`config.mk`:
```
export PLATFORM = sky130hd
export DESIGN_NAME = button_debouncer_bank
export DESIGN_NICKNAME = d
export VERILOG_FILES = /design/src/rtl/button_debouncer_bank_pkg.sv /design/src/rtl/button_debouncer_bank_channel.sv /design/src/rtl/button_debouncer_bank.sv
export SDC_FILE = /design/constraint.sdc
export NUM_CORES = 1
export LEC_CHECK = 0
export BUFFER_PORTS_ARGS = -buffer_cell sky130_fd_sc_hd__buf_2
export CELL_PAD_IN_SITES_DETAIL_PLACEMENT = 0
export CELL_PAD_IN_SITES_GLOBAL_PLACEMENT = 1
export CORE_ASPECT_RATIO = 1.1
export CORE_MARGIN = 5
export CORE_UTILIZATION = 53
export DETAILED_ROUTE_END_ITERATION = 8
export GPL_TIMING_DRIVEN = 0
export MAX_ROUTING_LAYER = met4
export PLACE_DENSITY_LB_ADDON = 0.25
export SLEW_MARGIN = 20
export SYNTH_ARGS = -nofsm -noshare
export SYNTH_HDL_FRONTEND = slang
export SYNTH_SLANG_ARGS = --single-unit
```
`constraint.sdc`:
```
create_clock -name clk -period 11.1 [get_ports clk]
set_input_delay 0.555 -clock clk [delete_from_list [all_inputs] [get_ports clk]]
set_output_delay 0.555 -clock clk [all_outputs]
set_load 0.05 [all_outputs]
```
`src/rtl/button_debouncer_bank_pkg.sv`:
```
// -----------------------------------------------------------------------------
// button_debouncer_bank_pkg
//
// Shared constants for the button/switch debouncer bank.
//   CYCLES_250MS  : 250 ms of stability at a 100 MHz cclk (default debounce time)
//   CYCLES_10MS   : 10 ms at 100 MHz, a shorter setting for well-behaved switches
//   rep_state_e   : per-channel auto-repeat state (IDLE, or HELD split into
//                   DELAY and PERIOD phases)
// -----------------------------------------------------------------------------
package button_debouncer_bank_pkg;

   localparam int unsigned CYCLES_250MS = 25_000_000;
   localparam int unsigned CYCLES_10MS  = 1_000_000;

   localparam int unsigned REP_STATE_W  = 2;

   typedef enum logic [REP_STATE_W-1:0] {
      REP_IDLE   = 2'd0,   // debounced level is 0
      REP_DELAY  = 2'd1,   // held, waiting for the first repeat tick
      REP_PERIOD = 2'd2    // held, ticking every REPEAT_PERIOD cycles
   } rep_state_e;

endpackage

```
`src/rtl/button_debouncer_bank_channel.sv`:
```
// -----------------------------------------------------------------------------
// debounce_channel
//
// One input of the debouncer bank: two-flop synchroniser, stability counter,
// registered rise/fall pulses and an optional auto-repeat state machine.
//
// Parameters:
//   CYCLES        consecutive differing samples needed to accept a new level
//   COUNTER_WIDTH width of the stability counter (holds CYCLES-1)
//   RESET_VALUE   reset level of the synchroniser flops and debounced
//   REPEAT_ENA    1 enables the auto-repeat press strobe
//   REPEAT_DELAY  cycles from rise to the first repeat tick
//   REPEAT_PERIOD cycles between later repeat ticks
//   REPEAT_WIDTH  width of the repeat counter
//
// Ports:
//   clk        in   system clock
//   rst        in   asynchronous active-high reset
//   bouncy     in   raw asynchronous input
//   debounced  out  clean registered level
//   rise       out  one-cycle pulse in the first cycle debounced reads 1
//   fall       out  one-cycle pulse in the first cycle debounced reads 0
//   press      out  rise, or a repeat tick while held
//   rep_state  out  current repeat state (debug visibility)
//
// Handshake: none. Every output is a registered level or a single-cycle
// strobe, valid every cycle, with no valid/ready qualification.
// -----------------------------------------------------------------------------
module debounce_channel
   import button_debouncer_bank_pkg::*;
#(
   parameter int unsigned CYCLES        = CYCLES_250MS,
   parameter int unsigned COUNTER_WIDTH = 32,
   parameter logic        RESET_VALUE   = 1'b0,
   parameter logic        REPEAT_ENA    = 1'b0,
   parameter int unsigned REPEAT_DELAY  = 50_000_000,
   parameter int unsigned REPEAT_PERIOD = 10_000_000,
   parameter int unsigned REPEAT_WIDTH  = 32
) (
   input  logic                   clk,
   input  logic                   rst,
   input  logic                   bouncy,
   output logic                   debounced,
   output logic                   rise,
   output logic                   fall,
   output logic                   press,
   output logic [REP_STATE_W-1:0] rep_state
);

   localparam logic [COUNTER_WIDTH-1:0] CNT_LAST    = COUNTER_WIDTH'(CYCLES - 1);
   localparam logic [REPEAT_WIDTH-1:0]  DELAY_LAST  = REPEAT_WIDTH'(REPEAT_DELAY - 1);
   localparam logic [REPEAT_WIDTH-1:0]  PERIOD_LAST = REPEAT_WIDTH'(REPEAT_PERIOD - 1);

   // synchroniser
   logic s1_q;
   logic s2_q;

   // stability counter and registered outputs
   logic [COUNTER_WIDTH-1:0] cnt_q;
   logic [COUNTER_WIDTH-1:0] cnt_d;
   logic                     deb_q;
   logic                     deb_d;
   logic                     rise_q;
   logic                     rise_d;
   logic                     fall_q;
   logic                     fall_d;
   logic                     press_q;
   logic                     press_d;
   logic                     toggle;

   // auto-repeat
   rep_state_e               rep_q;
   rep_state_e               rep_d;
   logic [REPEAT_WIDTH-1:0]  rcnt_q;
   logic [REPEAT_WIDTH-1:0]  rcnt_d;
   logic                     tick_d;

   // --------------------------------------------------------------------------
   // Stability counter. The counter runs only while the synchronised input
   // disagrees with the accepted level; any agreeing sample restarts it, so
   // only CYCLES consecutive disagreeing samples flip the output.
   // --------------------------------------------------------------------------
   always_comb begin
      toggle = 1'b0;
      cnt_d  = '0;
      if (s2_q != deb_q) begin
         if (cnt_q == CNT_LAST) begin
            toggle = 1'b1;
         end else begin
            cnt_d = cnt_q + 1'b1;
         end
      end
      deb_d  = deb_q ^ toggle;
      // Pulses are computed from the same toggle so they register on the
      // same edge as the new level.
      rise_d = toggle & ~deb_q;
      fall_d = toggle &  deb_q;
   end

   // --------------------------------------------------------------------------
   // Repeat FSM. rcnt_q counts edges since the last rise or tick; a tick
   // fires on the edge where it reaches the phase length minus one.
   // A fall always wins over a tick in the same cycle.
   // --------------------------------------------------------------------------
   always_comb begin
      rep_d  = rep_q;
      rcnt_d = rcnt_q;
      tick_d = 1'b0;
      case (rep_q)
         REP_IDLE: begin
            if (REPEAT_ENA && rise_d) begin
               rep_d  = REP_DELAY;
               rcnt_d = '0;
            end
         end
         REP_DELAY: begin
            if (fall_d) begin
               rep_d  = REP_IDLE;
               rcnt_d = '0;
            end else if (rcnt_q == DELAY_LAST) begin
               tick_d = 1'b1;
               rep_d  = REP_PERIOD;
               rcnt_d = '0;
            end else begin
               rcnt_d = rcnt_q + 1'b1;
            end
         end
         REP_PERIOD: begin
            if (fall_d) begin
               rep_d  = REP_IDLE;
               rcnt_d = '0;
            end else if (rcnt_q == PERIOD_LAST) begin
               tick_d = 1'b1;
               rcnt_d = '0;
            end else begin
               rcnt_d = rcnt_q + 1'b1;
            end
         end
         default: begin
            rep_d  = REP_IDLE;
            rcnt_d = '0;
         end
      endcase
      press_d = rise_d | tick_d;
   end

   // --------------------------------------------------------------------------
   // Registers
   // --------------------------------------------------------------------------
   always_ff @(posedge clk or posedge rst) begin
      if (rst) begin
         s1_q    <= RESET_VALUE;
         s2_q    <= RESET_VALUE;
         deb_q   <= RESET_VALUE;
         cnt_q   <= '0;
         rise_q  <= 1'b0;
         fall_q  <= 1'b0;
         press_q <= 1'b0;
         rep_q   <= REP_IDLE;
         rcnt_q  <= '0;
      end else begin
         s1_q    <= bouncy;
         s2_q    <= s1_q;
         deb_q   <= deb_d;
         cnt_q   <= cnt_d;
         rise_q  <= rise_d;
         fall_q  <= fall_d;
         press_q <= press_d;
         rep_q   <= rep_d;
         rcnt_q  <= rcnt_d;
      end
   end

   assign debounced = deb_q;
   assign rise      = rise_q;
   assign fall      = fall_q;
   assign press     = press_q;
   assign rep_state = rep_q;

endmodule

```
`src/rtl/button_debouncer_bank.sv`:
```
// -----------------------------------------------------------------------------
// button_debouncer_bank
//
// CHANNELS independent debouncers for board buttons and switches in the cclk
// domain. Each channel yields a clean level, rise/fall pulses and a press
// strobe that auto-repeats while held on channels selected by REPEAT_MASK.
//
// Parameters:
//   CHANNELS       number of inputs
//   CYCLES         stable cycles required to accept a new level (>= 2)
//   COUNTER_WIDTH  stability counter width (holds CYCLES-1)
//   RESET_VALUE    per-channel reset level
//   REPEAT_MASK    per-channel auto-repeat enable
//   REPEAT_DELAY   held cycles from rise to first repeat tick (>= 1)
//   REPEAT_PERIOD  cycles between subsequent repeat ticks (>= 1)
//   REPEAT_WIDTH   repeat counter width
//
// Ports:
//   clk            in   system clock (cclk)
//   rst            in   asynchronous active-high reset
//   bouncy         in   raw asynchronous inputs
//   debounced      out  clean registered levels
//   rise           out  one-cycle 0->1 pulses
//   fall           out  one-cycle 1->0 pulses
//   press          out  rise or auto-repeat tick strobes
//   rep_state_dbg  out  2 bits per channel: repeat state of channel g at
//                       [2g+1:2g]
//
// Handshake: none; all outputs are registered and valid every cycle.
// -----------------------------------------------------------------------------
module button_debouncer_bank
   import button_debouncer_bank_pkg::*;
#(
   parameter int unsigned         CHANNELS      = 5,
   parameter int unsigned         CYCLES        = CYCLES_250MS,
   parameter int unsigned         COUNTER_WIDTH = 32,
   parameter logic [CHANNELS-1:0] RESET_VALUE   = {CHANNELS{1'b0}},
   parameter logic [CHANNELS-1:0] REPEAT_MASK   = {CHANNELS{1'b0}},
   parameter int unsigned         REPEAT_DELAY  = 50_000_000,
   parameter int unsigned         REPEAT_PERIOD = 10_000_000,
   parameter int unsigned         REPEAT_WIDTH  = 32
) (
   input  logic                              clk,
   input  logic                              rst,
   input  logic [CHANNELS-1:0]               bouncy,
   output logic [CHANNELS-1:0]               debounced,
   output logic [CHANNELS-1:0]               rise,
   output logic [CHANNELS-1:0]               fall,
   output logic [CHANNELS-1:0]               press,
   output logic [REP_STATE_W*CHANNELS-1:0]   rep_state_dbg
);

   for (genvar g = 0; g < CHANNELS; g++) begin : g_ch
      debounce_channel #(
         .CYCLES        (CYCLES),
         .COUNTER_WIDTH (COUNTER_WIDTH),
         .RESET_VALUE   (RESET_VALUE[g]),
         .REPEAT_ENA    (REPEAT_MASK[g]),
         .REPEAT_DELAY  (REPEAT_DELAY),
         .REPEAT_PERIOD (REPEAT_PERIOD),
         .REPEAT_WIDTH  (REPEAT_WIDTH)
      ) u_ch (
         .clk       (clk),
         .rst       (rst),
         .bouncy    (bouncy[g]),
         .debounced (debounced[g]),
         .rise      (rise[g]),
         .fall      (fall[g]),
         .press     (press[g]),
         .rep_state (rep_state_dbg[REP_STATE_W*g +: REP_STATE_W])
      );
   end

endmodule

```
* Yosys cells after proc, flatten, opt, wreduce, memory -nomap -nowiden
Index checks and enable logic that the tools add are counted.
W data, S select, Z words.
** Operators by class
- Add/subtract/negate cells :: 10
- Equality and inequality tests :: 40
- Mux-type cells :: 90
- Bitwise logic cells :: 30
- Reductions and logical operators :: 10
** Operators with widths (count)
- $mux W32 :: 30
- $pmux W32 S3 :: 5
- $add A32 B1 Y32 const B :: 10
- $eq A32 B24 Y1 const B :: 5
- $eq A32 B25 Y1 const B :: 5
- $eq A32 B26 Y1 const B :: 5
- $mux W1 :: 30
- $mux W2 :: 15
- $pmux W2 S3 :: 5
- $ne A3 B1 Y1 const B :: 5
- $reduce_and A3 Y1 :: 5
- $and A1 B1 Y1 :: 10
- $eq A2 B1 Y1 const B :: 5
- $eq A2 B2 Y1 const B :: 5
- $logic_not A2 Y1 :: 5
- $ne A2 B1 Y1 const B :: 5
- $not A1 Y1 :: 10
- $pmux W1 S2 :: 5
- $ne A1 B1 Y1 :: 5
- $or A1 B1 Y1 :: 5
- $xor A1 B1 Y1 :: 5
** Storage, ports and cells
- Flip-flop bits (word level) :: 360
- Input bits :: 7
- Output and inout port bits :: 30
- Logic and storage cells :: 225

* Logic depth before layout (Yosys ltp)
- Depth in word-level cells :: 7
- Depth in mapped cells :: 8
- Gate-level depth less buffers :: 6

* Hierarchy
Synthesis repeated with hierarchy kept, for this count alone.
** Unflattened totals
- Cells, all modules :: 957
- Area, all modules :: 9669.3 um^2
** Modules (own cells, without submodules)
- debounce_channel (g_ch[0].u_ch ...) :: times used 4, cells each 189, area an instance 1934.4 um^2
- debounce_channel (g_ch[4].u_ch) :: times used 1, cells each 201, area an instance 1931.9 um^2

* Worst setup path before layout
No wires, ideal clock.
- Path kind :: register to register
- Start :: reg g_ch[4].u_ch.cnt_q[0]
- End :: reg (tool-made name)
- Library setup time :: 0.127 ns
- Arrival :: 1.830 ns
- Path slack :: 9.143 ns
- Stages on the path, launching flop included :: 6
- Path through :: dfrtp_1 > ha_1 > nand4_1 > or2_2 > or4_4 > mux2_1
** RTL lines
- start, declared :: RTL line button_debouncer_bank_channel.sv:59 : logic [COUNTER_WIDTH-1:0] cnt_q;
- start signal, assigned :: RTL line button_debouncer_bank_channel.sv:165 : cnt_q <= cnt_d;

* Final worst setup path
- Start :: reg g_ch[3].u_ch.cnt_q[7]
- End :: reg g_ch[3].u_ch.cnt_q[13]
** On the way
- Longest elaborated chain between the ends :: 3
- Elaborated cells between the ends (all ways) :: 4
- Classes of those cells :: add/sub: 1; eq/ne: 1; mux: 2
** Ends and longest elaborated chain
- start, declared :: RTL line button_debouncer_bank_channel.sv:59
- start signal, assigned :: RTL line button_debouncer_bank_channel.sv:165
- $add A32 B1 Y32 or $eq A32 B25 Y1 (tied branches) :: RTL line button_debouncer_bank_channel.sv:90, button_debouncer_bank_channel.sv:87
- $mux W32 (*) :: RTL line button_debouncer_bank_channel.sv:87 : if (cnt_q == CNT_LAST) begin
- $mux W32 (*) :: RTL line button_debouncer_bank_channel.sv:86 : if (s2_q != deb_q) begin
- named net g_ch[3].u_ch.cnt_d[13] :: RTL line button_debouncer_bank_channel.sv:60 : logic [COUNTER_WIDTH-1:0] cnt_d;
Mark *: on every way through the listed nets, which the timed path passes. The rest lies on a longest branch.
A chain may end at the register's enable or synchronous reset.

==> results.yml <==
cts:
  cts_resized: 0
  clock_sinks: 185
  insertion_delay_ns: 0.42
  clockBufferDepth: 2
  cts_root_buffer: "clkbuf_16"
  cts_hold_buf: 0
  path_clk_slew_ns: 0.07
  cts_made_buffers: 17
  post-cts-setup-buffers: 0
  ctsHtreeMaxLevel: 4
  cts_tree: "yes"
timing:
  fmax_mhz: 445
  relSlewSlack_pct: 43.3
  worst_pin_slew_ns: 0.842
  setup_tns_ns: 0
  rsz0062_at_grt: "false"
  worst_hold_slack_ns: 0.211
  finalMaxSlewViolations: 0
  setup_ws_ns: 8.85
  period_needed_ns: 2.25
  period_share_pct: 20.3
  finClkSkew_ns: 0.00821
  setup_viol: 0
  hold_viol_final: 0
power:
  p_sw_share_pct: 23.0
  pwr-share-seq_pct: 51.3
  ir_drop_v: 0.000105
  pwr-share-clk_pct: 45.2
  p_per_area_nw_per_um2: 131
  power_mw: 1.34
  pwr-share-comb_pct: 3.5
  internal_power_mw: 1.03
  switchingPower_uw: 307
  p_leak_nw: 4.45
route:
  wl_per_cell_um: 13.5
  num_vias: 6324
  first_pass_iters: 4
  route.detailed.drc: 0
  antenna_left: 0
  viasPerCell: 5.20
  dr.first_iter.drc_count: 350
  routed_wl_mm: 16.4
synthesis:
  synth_fa_ha_area_share_pct: 0.686
  ys_warn_count: 0
  synthMuxAreaShare_pct: 0.617
  synth_compound_area_share_pct: 0.329
  synth-edff-count: 0
  synthArstFlopShare_pct: 100
  dominantRegCellSynth: "dfrtp_1"
  yosysUniqueCellTypes: 41
  ys_seq_area_share_pct: 50.7
  syn_inst: 913
  yosys.area_share.simple_pct: 28.3
  synth_top_family_by_area: "simple AND/OR/NAND/NOR gates"
  synth_area_per_cell_um2: 9.99
  synthXorXnorAreaFrac_pct: 14.6
  synth.ff_latch_count: 185
  syn_area_um2: 9120
floorplanning:
  fp.dieH_um: 148
  die_w_um: 135
  start_util_pct: 53.8
  core_um2: 17000
  rows: 50
  die_area_um2: 19900
  boundaryPins: 37
critical_path:
  crit_slowest_cell: "or4_1"
  required_ns: 11.41
  worstPathArrival_ns: 2.56
  cp-startpoint: "g_ch[3].u_ch.cnt_q[7]"
  crit_chain: "clkbuf_1, or4_1, nor4_1, nand4b_1, nand2_1, buf_4, nor2_1"
  worst-path-buf-inv: 2
  critPathKind: "reg2reg"
  crit_fanout: 10
  critPathLaunchType: "register"
  path_delay_family: "simple AND/OR/NAND/NOR gates"
  cp-end-kind: "register"
  reg2reg_from: "g_ch[3].u_ch.cnt_q[7]"
  slowest_delay_ns: 0.55
grt:
  grt_pass1_wl_mm: 29.4
  grtUsageTotal_pct: 18.0
  grt_antenna_before_repair: 0
  gr-total-overflow: 0
  grt_pass1_vias: 6370
  grt_max_degree: 101
finish:
  antenna_cells: 0
  fill_cells: 1501
  final_nets: 980
  area_growth_pct: 11.8
  drive_gt1_share_pct: 13.6
job:
  maxCapViolCount: 0
placement:
  pre_cts_slack_ns: 8.84
  place_congestion: 0.765
  dpl.hpwl_mm: 11.1
  port_buffers: 26
min_path:
  hold_class: "in2async"
run_status:
  outcome: "completed"
## area by class of cell
class                           count  area (um^2)  area share, %
Sequential cell                   185         4630           45.4
Timing Repair Buffer               27          158           1.54
Clock buffer                       17          425           4.17
Multi-Input combinational cell    667         4100           40.2
Clock inverter                     15          164           1.61
Buffer                             58          379           3.72
Inverter                           12         52.6          0.515
Tap cell                          234          293           2.87
## through the flow
stage                     util, %  area (um^2)  cells
after CTS                    60.2        10200   1215
after global routing         60.2        10200   1215
after floorplan                 -         9160    922
final                        60.2        10200   1215
after global placement       56.5         9580   1182
after detailed placement     56.7         9620   1183
## cell usage in the layout (no fill, tap or decap), types with 5 or more instances in the layout
master | synthesis | routed
nor4_1 | 27 | 27
buf_4 | 39 | 39
dfrtp_1 | 185 | 185
xor2_1 | 77 | 77
nor2_1 | 181 | 181
inv_1 | 12 | 11
clkbuf_16 | 0 | 17
clkbuf_1 | 12 | 12
buf_2 | 5 | 31
conb_1 | 1 | 10
nand4_1 | 48 | 48
nand3_1 | 59 | 59
nand2_1 | 54 | 54
ha_1 | 5 | 5
and3_1 | 28 | 28
nor3b_1 | 13 | 13
and4_1 | 11 | 11
inv_6 | 0 | 6
nor4_2 | 7 | 7
xnor2_1 | 75 | 75
nor3_1 | 25 | 25
## state kept, by name, indices dropped and copies added (netlist names), named ones only
signal,flops
g_ch.u_ch.press,3
g_ch.u_ch.cnt_q,160
g_ch.u_ch.s2_q,5
g_ch.u_ch.rise,2
g_ch.u_ch.fall,5
g_ch.u_ch.s1_q,5
## power groups by stage
stage / Clock, mW / Sequential (mW) / Combinational (mW)
floorplan: 0 / 0.697 / 0.0361
global placement: 0 / 0.698 / 0.0460
detailed placement: 0 / 0.698 / 0.0477
CTS: 0.621 / 0.685 / 0.0480
global route: 0.650 / 0.685 / 0.0529
finish: 0.604 / 0.685 / 0.0462
## cell families (layout without fill, tap and decap cells)
| family | after synthesis | count (layout) |
|---|---|---|
| compound gates | 6 | 6 |
| xor+xnor | 152 | 152 |
| fa+ha+maj | 5 | 5 |
| buf+inv | 70 | 129 |
| flops | 185 | 185 |
| mux | 5 | 5 |
| other cells | 1 | 10 |
| simple gates | 489 | 489 |
## synthesized netlist by cell type, types with 3 or more instances
| cell type | number | area (um^2) |
|---|---|---|
| dfrtp_1 | 185 | 4630 |
| nor2_1 | 181 | 679 |
| xor2_1 | 77 | 674 |
| xnor2_1 | 75 | 657 |
| nand3_1 | 59 | 295 |
| nand2_1 | 54 | 203 |
| nand4_1 | 48 | 300 |
| buf_4 | 39 | 293 |
| and3_1 | 28 | 175 |
| nor4_1 | 27 | 169 |
| nor3_1 | 25 | 125 |
| nor3b_1 | 13 | 97.6 |
| clkbuf_1 | 12 | 45.0 |
| inv_1 | 12 | 45.0 |
| and4_1 | 11 | 96.3 |
| nor4_2 | 7 | 87.6 |
| buf_2 | 5 | 25.0 |
| ha_1 | 5 | 62.6 |
| and2_1 | 4 | 25.0 |
| mux2_2 | 4 | 45.0 |
| or3_1 | 4 | 25.0 |
| or4_1 | 4 | 30.0 |
| or4_4 | 4 | 45.0 |
| a21oi_1 | 3 | 15.0 |
| nor3_2 | 3 | 30.0 |
| nor4_4 | 3 | 63.8 |
| o21ai_0 | 3 | 15.0 |
## metal layers
layer | part of all wire, % | GRT usage (%) | vias to the layer above
met2 | 49 | 29.1 | 49
met4 | 1.1 | 5.49 | 0
met1 | 48 | 23.6 | 3070
li1 | - | - | 3189
met5 | 0 | - | -
met3 | 1.8 | 3.03 | 16
## final timing paths
check | slack, ns | end | depth (start not counted)
worst max-delay path | 8.85 | g_ch[3].u_ch.cnt_q[13] | 7
worst min-delay path | 0.21 | g_ch[0].u_ch.cnt_q[23] | 2
worst max register to register | 8.85 | g_ch[3].u_ch.cnt_q[13] | 7
worst min register to register | 0.35 | g_ch[0].u_ch.s2_q | 0
max in group asynchronous | 10.00 | g_ch[4].u_ch.cnt_q[6] | 3
min in group clk | 0.23 | g_ch[2].u_ch.s1_q | 1
## worst reg2reg max path: stages (launching register included)
cell and delay (ns):
dfrtp_1 0.36, clkbuf_1 0.19, or4_1 0.55, nor4_1 0.25
nand4b_1 0.27, nand2_1 0.23, buf_4 0.21, nor2_1 0.07
(Power assumes the default switching activity.)
